**src/rtl/uart_byte_transmitter.sv**
```systemverilog
// uart_byte_transmitter
//   Self-timed 8N1 transmitter. A free-running delay counter raises a trigger
//   once every MCNT_DLY+1 clocks. If the transmitter is idle at that moment,
//   it latches `data`, toggles `led` and sends the byte on `uart_tx`
//   (start bit, LSB first, stop bit). A trigger that arrives mid-frame is
//   dropped.
//
// Parameters
//   MCNT_DLY  : terminal count of the inter-frame delay counter
//   BAUD_MCNT : terminal count of the bit-period counter (bit = BAUD_MCNT+1 clk)
// Ports
//   sys_clk : system clock, rising edge
//   sys_rst : asynchronous active-high reset
//   data    : byte to send, sampled only on an accepted trigger
//   uart_tx : serial line, idle high, registered
//   led     : toggles on every accepted frame start, registered
module uart_byte_transmitter #(
    parameter int MCNT_DLY  = 49_999_999,
    parameter int BAUD_MCNT = 433
) (
    input  logic       sys_clk,
    input  logic       sys_rst,
    input  logic [7:0] data,
    output logic       uart_tx,
    output logic       led
);

    localparam int DLY_W  = ($clog2(MCNT_DLY + 1) > 26) ? $clog2(MCNT_DLY + 1) : 26;
    localparam int BAUD_W = ($clog2(BAUD_MCNT + 1) > 1) ? $clog2(BAUD_MCNT + 1) : 1;
    localparam logic [DLY_W-1:0]  DLY_LAST  = DLY_W'(MCNT_DLY);
    localparam logic [BAUD_W-1:0] BAUD_LAST = BAUD_W'(BAUD_MCNT);

    typedef enum logic {
        S_IDLE,
        S_SEND
    } state_t;

    state_t            state;
    logic [DLY_W-1:0]  dly_cnt;
    logic [BAUD_W-1:0] baud_cnt;
    logic [3:0]        bit_cnt;
    logic [7:0]        hold;
    logic              trig;

    // Line level for frame slot idx: 0 = start, 1..8 = data LSB first, 9 = stop.
    function automatic logic frame_bit(input logic [3:0] idx, input logic [7:0] b);
        logic v;
        v = 1'b1;
        if (idx == 4'd0)
            v = 1'b0;
        else if (idx <= 4'd8)
            v = b[3'(idx - 4'd1)];
        return v;
    endfunction

    assign trig = (dly_cnt == DLY_LAST);

    // Delay counter free-runs regardless of transmitter state.
    always_ff @(posedge sys_clk or posedge sys_rst) begin
        if (sys_rst)
            dly_cnt <= '0;
        else if (trig)
            dly_cnt <= '0;
        else
            dly_cnt <= dly_cnt + 1'b1;
    end

    // Transmit FSM. uart_tx is loaded with the level of the slot being
    // entered, so the start bit appears on the same edge as the trigger.
    always_ff @(posedge sys_clk or posedge sys_rst) begin
        if (sys_rst) begin
            state    <= S_IDLE;
            baud_cnt <= '0;
            bit_cnt  <= '0;
            hold     <= '0;
            uart_tx  <= 1'b1;
            led      <= 1'b0;
        end else begin
            case (state)
                S_IDLE: begin
                    baud_cnt <= '0;
                    bit_cnt  <= '0;
                    uart_tx  <= 1'b1;
                    if (trig) begin
                        hold    <= data;
                        led     <= ~led;
                        uart_tx <= frame_bit(4'd0, data);
                        state   <= S_SEND;
                    end
                end
                S_SEND: begin
                    if (baud_cnt == BAUD_LAST) begin
                        baud_cnt <= '0;
                        if (bit_cnt == 4'd9) begin
                            // Stop bit done; triggers seen while sending are lost.
                            bit_cnt <= '0;
                            uart_tx <= 1'b1;
                            state   <= S_IDLE;
                        end else begin
                            bit_cnt <= bit_cnt + 4'd1;
                            uart_tx <= frame_bit(bit_cnt + 4'd1, hold);
                        end
                    end else begin
                        baud_cnt <= baud_cnt + 1'b1;
                    end
                end
                default: state <= S_IDLE;
            endcase
        end
    end

endmodule

```
**config.mk**
```make
export PLATFORM = sky130hd
export DESIGN_NAME = uart_byte_transmitter
export DESIGN_NICKNAME = d
export VERILOG_FILES = /design/src/rtl/uart_byte_transmitter.sv
export SDC_FILE = /design/constraint.sdc
export NUM_CORES = 1
export LEC_CHECK = 0
export CAP_MARGIN = 0
export CORE_ASPECT_RATIO = 0.75
export CORE_MARGIN = 2
export CORE_UTILIZATION = 55
export CTS_CLUSTER_SIZE = 12
export DETAILED_ROUTE_END_ITERATION = 7
export GPL_TIMING_DRIVEN = 0
export PLACE_DENSITY_LB_ADDON = 0.3
export SYNTH_ARGS = -nofsm -noshare
export SYNTH_HDL_FRONTEND = slang
export SYNTH_SLANG_ARGS = --single-unit
```
**constraint.sdc**
```tcl
create_clock -name sys_clk -period 2.72 [get_ports sys_clk]
set_input_delay 0.816 -clock sys_clk [delete_from_list [all_inputs] [get_ports sys_clk]]
set_output_delay 0.816 -clock sys_clk [all_outputs]
set_load 0.05 [all_outputs]
```
# After elaboration in Yosys (flattened, before gate mapping)
# Cells that the tools add are included.
[word_totals]
reg_bits = 50
in_bits = 10
elab_cells = 39
[op_classes]
addsub = 4
order_cmp = 2
eq_ne = 4
n_mux = 18
bitwise = 2
reduce_logical = 2
[ops]
columns = ["op", "count"]
rows = [
  ["$add 26x1->26 const B", 1],
  ["$eq 26x26->1 const B", 1],
  ["$mux 26", 1],
  ["$pmux 9 s2", 1],
  ["$add 9x1->9 const B", 1],
  ["$eq 9x9->1 const B", 1],
  ["$mux 1", 9],
  ["$mux 9", 1],
  ["$mux 4", 2],
  ["$pmux 4 s2", 1],
  ["$add 4x1->4 const B", 1],
  ["$eq 4x4->1 const B", 1],
  ["$le 4x4->1 const B", 1],
  ["$logic_not 4->1", 1],
  ["$lt 3x4->1 const B", 1],
  ["$pmux 1 s2", 2],
  ["$bmux 1 s3", 1],
  ["$sub 3x1->3 const B", 1],
  ["$ne 2x1->1 const B", 1],
  ["$not 1->1", 2],
  ["$reduce_and 2->1", 1],
]

# Depth between registers and ports, before layout
[depth]
ltp_word = 9
ltp_mapped = 8
depth_no_buf = 7

# Worst setup path before layout
# No wires, ideal clock.
[synth_timing]
path_type = "reg2reg"
from = "reg bit_cnt[1]"
to = "reg uart_tx"
setup_ns = 0.093
t_arrival_ns = 1.954
required_time_ns = 2.627
slack_ns = 0.673
path_stages_with_launch = 9
n_path_buf = 1
synth_period_minus_slack_ns = 2.047
path_cell_list = "dfrtp_1 > inv_1 > ha_1 > clkbuf_1 > mux4_2 > and3b_1 > a41o_1 > a2111oi_0 > o31ai_1"
[synth_between]
elab_chain_len = 9
elab_cells_between_ends = 12
classes_between = "add/sub: 2; order compare: 1; eq/ne: 1; mux: 7; reduce/logical: 1"
[synth_lines]
columns = ["item", "line_no", "source"]
rows = [
  ["from (decl)", "41", "logic [3:0] bit_cnt;"],
  ["from (signal assigned)", "100", "bit_cnt <= bit_cnt + 4'd1;"],
  ["$add 4x1->4", "101", "uart_tx <= frame_bit(bit_cnt + 4'd1, hold);"],
  ["$sub 3x1->3", "52", "v = b[3'(idx - 4'd1)];"],
  ["$bmux 1 s3", "52", ""],
  ["$mux 1 (not written as such)", "52", ""],
  ["$mux 1", "51", "else if (idx <= 4'd8)"],
  ["$mux 1", "49", "if (idx == 4'd0)"],
  ["$mux 1 *", "94", "if (bit_cnt == 4'd9) begin"],
  ["$mux 1 *", "92", "if (baud_cnt == BAUD_LAST) begin"],
  ["$pmux 1 s2 *", "79", "case (state)"],
  ["to (signal assigned)", "87", "uart_tx <= frame_bit(4'd0, data);"],
  ["to (signal assigned)", "101", ""],
  ["to (decl)", "24", "output logic uart_tx,"],
]
# Every way passes the cells marked *; elsewhere a longest branch is shown, timed or not. The select of a mux whose other input is x is not followed.
# A chain may end at the register's enable or synchronous reset.

# Final worst setup path
[layout_timing]
from = "reg uart_tx"
to = "out uart_tx"
# No word-level cell between the ends.

==> metrics.md <==
| Metric | Value |
|---|---|
| Clock Skew | `0.00509 ns` |
| Initial antenna violation count | `0` |
| Row count | `21` |
| Crit path buf inv count | `1` |
| Outcome | `completed` |
| DRT iter0 DRCs | `75` |
| Drt wl/cell | `13.6 um` |
| Routability cong. | `0.819` |
| Vias per cell | `5.50` |
| Leakage Power | `1.21 nW` |
| Initial core utilization | `57.2%` |
| Layout cell share with drive strength beyond 1 | `11.1%` |
| Netlist Area Pre-Place | `2540 um^2` |
| Post-DP HPWL | `3.10 mm` |
| H-tree depth | `2` |
| Area leader, netlist | `dfrtp_1` |
| Worst-Skew Late Latency | `0.30 ns` |
| Worst Path Class, Setup | `register to output pin` |
| Crit path max-delay family | `buffers and inverters` |
| Final worst setup slack | `0.269 ns` |
| Post_cts resized | `0` |
| Placed insts | `311` |
| Ant. Diodes | `0` |
| Syn_area_per_cell | `10.5 um^2` |
| GR peak layer | `met1` |
| Dominant cells by area after synthesis | `dfrtp_1 48%, xnor2_1 5.9%, xor2_1 4.8%, nor2_1 4.4%, mux2_2 3.5%` |
| Final Hold Fails | `0` |
| GR Overflow Total | `0` |
| Ys flop type | `dfrtp_1` |
| Fill cell count | `354` |
| Pre-CTS setup slack | `0.288 ns` |
| CP endpoint kind | `output pin` |
| First-pass GRT wire length | `7.76 mm` |
| Pre-antenna DRT Iters | `4` |
| Data arrival, critical path | `1.64 ns` |
| Slew margin rel. | `47.0%` |
| Area Overhead vs Synth | `11.7%` |
| Top cell type's share of synthesized area | `48.3%` |
| Worst endpoint required time | `1.90 ns` |
| # Max-Cap Violations | `0` |
| Slew Limit Fails | `0` |
| Met2 Use GR | `27.1%` |
| GR Util All Layers | `19.3%` |
| Core area | `4440 um^2` |
| Synth Warn # | `0` |
| # nets final | `277` |
| Highest Clock Rate | `0.408 GHz` |
| # DRC | `0` |
| CTS buffer count | `5` |
| Grt met1 use | `29.5%` |
| Final setup fails | `0` |
| GR Layer Usage met3 | `4.34%` |
| Synth top cells by count | `49 x dfrtp_1, 30 x nor2_1, 17 x xnor2_1, 16 x nand3_1, 14 x xor2_1` |
| DRT Wirelength | `4.35 mm` |
| Critical path startpoint | `uart_tx$_DFFE_PP1P_` |
| Die ar. | `5180 um^2` |
| Unrepaired setup endpoints after global routing | `false` |
| Clk buf depth | `2` |
| VDD IR max | `318 uV` |
| Largest net degree at the start of global routing | `39` |
| Post-Route Utilization | `63.8%` |
| Final cell count without fillers | `319` |
| Count leader, synth | `dfrtp_1` |
| Die width | `82.5 um` |
| Clk sink count | `50` |
| CTS Hold Bufs | `0` |
| CP Max Fanout | `2` |
| Tightest Hold Check Type | `register to register` |
| Vias post-DR | `1753` |
| Hold wc startpoint | `led$_DFFE_PP0P_` |
| #FFs+latches synth | `50` |
| Yosys cell types | `47` |
| Post CTS Setup Buffer Count | `0` |
| TritonCTS clock tree | `yes` |
| Number of synthesized flops with an enable pin | `0` |
| IO buf count | `11` |
| CP startpoint kind | `register` |
| Syn_nets | `258` |
| Ys async rst share | `100%` |
| Worst Max-Slew Pin Slew | `0.788 ns` |
| Crit path max-delay cell type | `clkdlybuf4s50_1` |
| Worst-path cell chain | `clkdlybuf4s50_1` |
| Fin crit share | `90.1%` |
| Die Ht | `62.8 um` |
| Io pins | `12` |
| Root buffer cell | `clkbuf_8` |
| Synth Instances | `242` |
| Slowest Stage Delay on Critical Path | `0.80 ns` |
| R2R Path Start | `bit_cnt[1]$_DFFE_PP0P_` |
| Final worst path period need | `2.45 ns` |
| Post-route ant nets | `0` |
| Pwr dens | `431 nW/um^2` |
| Seq/Total Area, Yosys | `49.3%` |
| Vias in the first global route | `1726` |
| Reg clk slew, reported paths | `0.09 ns` |
-- layer usage --
| metal | routed length [um] | vias up |
|---|---|---|
| met5 | 0 | - |
| met4 | 31 | 0 |
| met3 | 164 | 4 |
| met2 | 1860 | 30 |
| met1 | 2290 | 835 |
| li1 | - | 884 |
-- path summary, 6_finish.rpt --
kind | end | slack [ns] | depth (start not counted)
worst min-delay path | led$_DFFE_PP0P_ | 0.47 | 1
max in group asynchronous | uart_tx$_DFFE_PP1P_ | 1.41 | 3
worst max-delay path | uart_tx | 0.27 | 1
worst min register to register | led$_DFFE_PP0P_ | 0.47 | 1
min in group asynchronous | baud_cnt[6]$_DFF_PP0_ | 0.77 | 2
worst max register to register | uart_tx$_DFFE_PP1P_ | 0.28 | 8
-- final cells by class --
cell class | count | area [um^2] | share of cell area (%)
multi-input cells | 175 | 1220 | 42.9
clock inverters | 2 | 12.5 | 0.441
flip-flops and latches | 50 | 1250 | 44.2
clock buffers | 6 | 82.6 | 2.91
repair buffers | 12 | 130 | 4.59
plain buffers | 8 | 35.0 | 1.24
inverters | 9 | 33.8 | 1.19
well taps | 57 | 71.3 | 2.52
-- state kept, by name, summed over array words and instances, names as in the netlist --
| signal | cells |
|---|---|
| dly_cnt | 26 |
| led | 1 |
| bit_cnt | 4 |
| baud_cnt | 9 |
| state | 1 |
| hold | 8 |
| uart_tx | 1 |
-- cell usage in the layout (no fill, tap or decap), drive strengths merged, types with 5 or more instances in the layout --
| cell | instances |
|---|---|
| dfrtp | 49 |
| nor2 | 30 |
| xnor2 | 17 |
| nand3 | 17 |
| xor2 | 14 |
| nand2 | 13 |
| clkdlybuf4s50 | 11 |
| clkbuf | 10 |
| inv | 9 |
| mux2 | 8 |
| nor3 | 7 |
| o21ai | 6 |
| and3 | 6 |
| ha | 6 |
| mux2i | 5 |
| buf | 5 |
-- report_power, final --
part	total (mW)	internal, mW	switching, mW
registers	0.743	0.743	0
clock network	0.448	0.205	0.243
logic	0.0300	0.0143	0.0157
-- kinds of logic (layout without fill, tap and decap cells) --
family	Yosys count	in the layout	synth area share, %
AOI/OAI and AO/OA	22	22	6.26
xor gates and xnor gates	31	31	10.7
adders and majority gates	6	6	2.96
buffers and inverters	17	37	2.71
DFF	50	50	49.3
muxes	14	14	6.41
and+or+nand+nor	102	102	21.6
-- metrics by stage --
| stage | area (um^2) | TNS (ns) | hold WS (ns) | power [mW] |
|---|---|---|---|---|
| 2_1_floorplan | 2540 | 0 | 0.438 | 0.768 |
| 3_3_place_gp | 2720 | -11.78 | 0.453 | 0.785 |
| 3_5_place_dp | 2740 | 0 | 0.458 | 0.789 |
| 4_1_cts | 2840 | 0 | 0.473 | 1.23 |
| 5_1_grt | 2840 | 0 | 0.499 | 1.27 |
| 6_report | 2840 | 0 | 0.470 | 1.22 |
Note: power is estimated with default switching activity, not from simulation.
